==> config.mk <==
export PLATFORM = sky130hd
export DESIGN_NAME = uart_rx_byte
export DESIGN_NICKNAME = d
export VERILOG_FILES = /design/src/rtl/uart_rx_byte.sv
export SDC_FILE = /design/constraint.sdc
export NUM_CORES = 1
export LEC_CHECK = 0
export CORE_UTILIZATION = 55
export CTS_BUF_LIST = sky130_fd_sc_hd__clkbuf_2 sky130_fd_sc_hd__clkbuf_4 sky130_fd_sc_hd__clkbuf_8
export DETAILED_ROUTE_END_ITERATION = 6
export GPL_TIMING_DRIVEN = 0
export PLACE_DENSITY_LB_ADDON = 0.15
export SYNTH_ARGS = -nofsm -noshare
export SYNTH_HDL_FRONTEND = slang
export SYNTH_SLANG_ARGS = --single-unit
==> constraint.sdc <==
create_clock -name Clk -period 2.3 [get_ports Clk]
set_input_delay 0.345 -clock Clk [delete_from_list [all_inputs] [get_ports Clk]]
set_output_delay 0.345 -clock Clk [all_outputs]
set_load 0.01 [all_outputs]
==> src/rtl/uart_rx_byte.sv <==
// 8N1 UART receiver with 16x oversampling, 3-sample majority vote and per-frame baud select.
// Data_Byte holds the last well-framed byte; Rx_Done/Frame_err are single-cycle pulses.
module uart_rx_byte #(
  parameter int unsigned CLK_FREQ = 50_000_000
) (
  input  logic       Clk,
  input  logic       Rst,
  input  logic       Rs232_Rx,
  input  logic [2:0] Baud_set,
  output logic [7:0] Data_Byte,
  output logic       Rx_Done,
  output logic       Frame_err,
  output logic       UART_state
);

  // Rounded clocks per 16x tick for each supported rate.
  localparam int unsigned N9600   = (CLK_FREQ + 8 * 9600) / (16 * 9600);
  localparam int unsigned N19200  = (CLK_FREQ + 8 * 19200) / (16 * 19200);
  localparam int unsigned N38400  = (CLK_FREQ + 8 * 38400) / (16 * 38400);
  localparam int unsigned N57600  = (CLK_FREQ + 8 * 57600) / (16 * 57600);
  localparam int unsigned N115200 = (CLK_FREQ + 8 * 115200) / (16 * 115200);
  localparam int unsigned DivW    = $clog2(N9600 + 1);

  typedef enum logic [1:0] {StIdle, StStart, StData, StStop} state_e;

  state_e          state_q, state_d;
  logic            sync1_q, sync2_q, hist_q;
  logic [DivW-1:0] div_q, div_d, div_max;
  logic [3:0]      tick_q, tick_d;
  logic [2:0]      bit_q, bit_d;
  logic [7:0]      shift_q, shift_d;
  logic [1:0]      samp_q, samp_d;
  logic [2:0]      baud_q, baud_d;
  logic [7:0]      data_q, data_d;
  logic            done_q, done_d;
  logic            ferr_q, ferr_d;
  logic            busy_q, busy_d;
  logic            rx_s, fall, tick, maj;

  always_ff @(posedge Clk) begin
    if (Rst) begin
      sync1_q <= 1'b0;
      sync2_q <= 1'b0;
      hist_q  <= 1'b0;
    end else begin
      sync1_q <= Rs232_Rx;
      sync2_q <= sync1_q;
      hist_q  <= sync2_q;
    end
  end

  assign rx_s = sync2_q;
  assign fall = hist_q & ~sync2_q;

  always_comb begin
    case (baud_q)
      3'd1:    div_max = DivW'(N19200 - 1);
      3'd2:    div_max = DivW'(N38400 - 1);
      3'd3:    div_max = DivW'(N57600 - 1);
      3'd4:    div_max = DivW'(N115200 - 1);
      default: div_max = DivW'(N9600 - 1);
    endcase
  end

  assign tick = (state_q != StIdle) && (div_q == div_max);
  // Samples from ticks 7 and 8 plus the live value at tick 9.
  assign maj  = (samp_q[0] & samp_q[1]) | (samp_q[0] & rx_s) | (samp_q[1] & rx_s);

  always_comb begin
    state_d = state_q;
    div_d   = div_q;
    tick_d  = tick_q;
    bit_d   = bit_q;
    shift_d = shift_q;
    samp_d  = samp_q;
    baud_d  = baud_q;
    data_d  = data_q;
    done_d  = 1'b0;
    ferr_d  = 1'b0;
    busy_d  = busy_q;

    if (state_q != StIdle) begin
      div_d = tick ? '0 : div_q + 1'b1;
      if (tick) begin
        tick_d = tick_q + 4'd1;
        if (tick_q == 4'd7) samp_d[0] = rx_s;
        if (tick_q == 4'd8) samp_d[1] = rx_s;
      end
    end

    case (state_q)
      StIdle: begin
        if (fall) begin
          div_d   = '0;
          tick_d  = '0;
          baud_d  = Baud_set;
          busy_d  = 1'b1;
          state_d = StStart;
        end
      end
      StStart: begin
        if (tick && tick_q == 4'd9 && maj) begin
          busy_d  = 1'b0;
          state_d = StIdle;
        end else if (tick && tick_q == 4'd15) begin
          bit_d   = '0;
          state_d = StData;
        end
      end
      StData: begin
        if (tick && tick_q == 4'd9) shift_d = {maj, shift_q[7:1]};
        if (tick && tick_q == 4'd15) begin
          if (bit_q == 3'd7) state_d = StStop;
          else               bit_d   = bit_q + 3'd1;
        end
      end
      StStop: begin
        // Leave at tick 9 so a start bit immediately after the stop bit is caught.
        if (tick && tick_q == 4'd9) begin
          if (maj) begin
            data_d = shift_q;
            done_d = 1'b1;
          end else begin
            ferr_d = 1'b1;
          end
          busy_d  = 1'b0;
          state_d = StIdle;
        end
      end
      default: state_d = StIdle;
    endcase
  end

  always_ff @(posedge Clk) begin
    if (Rst) begin
      state_q <= StIdle;
      div_q   <= '0;
      tick_q  <= '0;
      bit_q   <= '0;
      shift_q <= '0;
      samp_q  <= '0;
      baud_q  <= '0;
      data_q  <= '0;
      done_q  <= 1'b0;
      ferr_q  <= 1'b0;
      busy_q  <= 1'b0;
    end else begin
      state_q <= state_d;
      div_q   <= div_d;
      tick_q  <= tick_d;
      bit_q   <= bit_d;
      shift_q <= shift_d;
      samp_q  <= samp_d;
      baud_q  <= baud_d;
      data_q  <= data_d;
      done_q  <= done_d;
      ferr_q  <= ferr_d;
      busy_q  <= busy_d;
    end
  end

  assign Data_Byte  = data_q;
  assign Rx_Done    = done_q;
  assign Frame_err  = ferr_q;
  assign UART_state = busy_q;

endmodule

==> out/metrics.yaml <==
place:
  pre_cts_slack_ns: -0.2486
  dpl.hpwl_um: 3631
  gp_congestion: 0.7847
  numPortBuffers: 15
synth:
  synthTopCellsByCount: "45 x dfxtp_1, 30 x nor2_1, 21 x a21oi_1"
  async_reset_ff_share_pct: 0
  synth-edff-count: 0
  synth.top_cell.area_share_pct: 36.60
  syn_inst: 272
  ys_seq_elements: 45
  synth_top_area_cell: "dfxtp_1"
  synthXorXnorAreaFrac_pct: 3.559
  ys_seq_area_share_pct: 36.60
  ys_warn_count: 0
  netlist_area_sq_mm: 0.002461
  avgSynthCellArea_sq_um: 9.048
  ys_types: 59
  yosys.cell_count.top_type: "dfxtp_1"
  synth_top_family_by_area: "simple AND/OR/NAND/NOR gates"
  synthSimpleGateAreaFrac_pct: 24.00
  synth.net_count: 288
  synth-compound-area-share_pct: 20.64
  synthMuxAreaShare_pct: 4.525
  synth_fa_ha_area_share_pct: 5.491
  synth_ff_type: "dfxtp_1"
  synth_area_leaders: "dfxtp_1 37%, ha_1 5.1%, nor2_1 4.6%"
pwr:
  switching_share_pct: 24.22
  power_frac_clock_pct: 37.6
  pwr-share-seq_pct: 48.5
  power_switching_mw: 0.4080
  p_int_mw: 1.276
  peakVddDrop_uv: 455.1
  cellLeakagePower_nw: 1.079
  power.total_mw: 1.684
  power_frac_comb_pct: 14.0
  power-per-cell-area_mw_per_mm2: 558.7
cts:
  cts.sinks: 45
  cts_made_buffers: 5
  clock_path_buffers: 2
  clk_pin_slew_ns: 0.08
  cts_tree: "yes"
  clk-insertion-delay-late_ns: 0.30
  htree_levels: 2
  cts_root_buf: "clkbuf_8"
timing:
  whs_ns: 0.4466
  finalCritPeriodShare_pct: 99.54
  rsz0062_at_grt: "true"
  fmax_mhz: 436.8
  hold_violations: 0
  slew_viol_final: 0
  maxSlewHeadroom_pct: 29.97
  fin_skew_ns: 0.006569
  setup_violations: 0
  post-route-min-period_ns: 2.290
  worst_slack_ns: 0.01048
  worst_pin_slew_ns: 1.050
status:
  status: "finished clean"
critical_path:
  crit_required_ns: 2.51
  arrival_ns: 2.50
  start_kind: "flip-flop"
  crit_type: "reg -> reg"
  cp-end-kind: "flip-flop"
  crit_path_max_fanout: 5
job:
  drv_cap: 0
global_route:
  grt_antenna_before_repair: 0
  grt_pass1_vias: 1912
  grt_pass1_wl_um: 8832
  grt_max_degree: 14
  grt.total_usage_pct: 25.03
  grt-ovfl-total: 0
floorplan:
  die_area_sq_mm: 0.004747
  io_pins: 17
  start_util_pct: 59.39
  core-area_sq_mm: 0.004144
  die_h_um: 68.90
  die_w_um: 68.90
  num_rows: 23
drt:
  vias_per_cell: 5.989
  num_vias: 2150
  drtPass1Iterations: 4
  drt_iter0_drc: 124
  drc: 0
  wire_per_inst_um: 15.55
  wl_um: 5581
  antenna_left: 0
finish:
  antenna_cells: 0
  final_layout_size_suffix_gt1_share_pct: 20.71
  syn_to_final_growth_pct: 22.47
  final_nets: 324
min_path:
  min_path_type: "in -> reg"
-- cell usage in the layout, fill, tap and decap left out, types with 4 or more instances in the layout --
master | synthesis | layout
dfxtp_2 | 0 | 6
dfxtp_1 | 45 | 38
buf_4 | 0 | 15
mux2i_1 | 10 | 10
clkbuf_8 | 0 | 6
nand4_1 | 13 | 13
o31ai_1 | 8 | 6
xor2_1 | 7 | 7
inv_1 | 9 | 7
nand3_1 | 13 | 13
nand2_1 | 12 | 12
nor2_1 | 30 | 30
nor4_1 | 4 | 4
buf_6 | 3 | 5
o21ai_0 | 10 | 10
clkdlybuf4s50_1 | 0 | 15
a21oi_1 | 21 | 21
ha_1 | 10 | 9
clkbuf_1 | 11 | 8
nor2b_1 | 4 | 4
-- cell type report --
class / count / area [sq um]
Multi-Input combinational cell: 200 / 1504
Fill cell: 329 / 1130
Sequential cell: 45 / 912.1
Timing Repair Buffer: 32 / 272.8
Buffer: 14 / 101.3
Clock buffer: 7 / 90.09
Tap cell: 50 / 62.56
Inverter: 10 / 41.29
Clock inverter: 1 / 30.03
-- cell families after synthesis --
logic type | count (synthesis)
AOI/OAI and AO/OA | 64
muxes | 11
adders and majority gates | 11
buffers and inverters | 27
DFF | 45
and+or+nand+nor | 104
xor gates and xnor gates | 10
-- critical path: stages, from the launching register on --
cell	delay [ns]
dfxtp_2	0.34
or3b_4	0.42
nor3b_2	0.21
o22a_2	0.27
a41oi_2	0.14
or4_4	0.57
a221oi_2	0.24
-- layer usage --
| metal | vias to the layer above | routed length (um) | part of all wire (%) | track usage (%) |
|---|---|---|---|---|
| met5 | - | 0 | 0 | 0 |
| met4 | 0 | 81 | 1.5 | 6.122 |
| met3 | 8 | 207 | 3.7 | 5.099 |
| met2 | 44 | 2712 | 49 | 41.14 |
| met1 | 1036 | 2579 | 46 | 33.30 |
| li1 | 1062 | - | - | - |
-- worst paths after layout --
path | from | to | slack (ns) | depth (start not counted)
setup / recovery | baud_q[1] | state_q[0] | 0.01 | 6
hold reg to reg | sync1_q | rx_s | 0.45 | 1
setup reg to reg | baud_q[1] | state_q[0] | 0.01 | 6
hold / removal | Rst | sync1_q | 0.45 | 2
-- through the flow --
stage                     instance area [sq um]  util, %  instances  TNS, ns
after floorplan                            2462        -        272        0
after global placement                     2675    64.55        337   -3.000
after detailed placement                   2675    64.55        337   -3.900
after CTS                                  2824    68.15        345        0
after global routing                       3014    72.74        359  -0.1812
final                                      3014    72.74        359        0
-- power by group through the flow --
stage,registers [mW],clock network (mW),logic (mW)
floorplan,0.831,0,0.138
global placement,0.832,0,0.185
detailed placement,0.833,0,0.188
CTS,0.815,0.637,0.206
global route,0.819,0.668,0.259
finish,0.816,0.633,0.235
-- repair_timing --
| action | in CTS | in global routing |
|---|---|---|
| hold buffers | 0 | 0 |
| setup buffers | 1 | 14 |
| setup endpoints to repair | 29 | 25 |
| cloned | 0 | 2 |
| gates resized for setup | 6 | 32 |
| pin swaps | 4 | 19 |
-- sequential cells by signal, summed over array words and instances (netlist names), named ones only --
| register | cells |
|---|---|
| bit_q | 3 |
| sync1_q | 1 |
| shift_q | 8 |
| Data_Byte | 8 |
| rx_s | 1 |
| hist_q | 1 |
| baud_q | 3 |
| samp_q | 2 |
| Rx_Done | 1 |
| UART_state | 1 |
| tick_q | 4 |
| state_q | 1 |
| div_q | 9 |
| Frame_err | 1 |
Note: power is estimated with default switching activity, not from simulation.
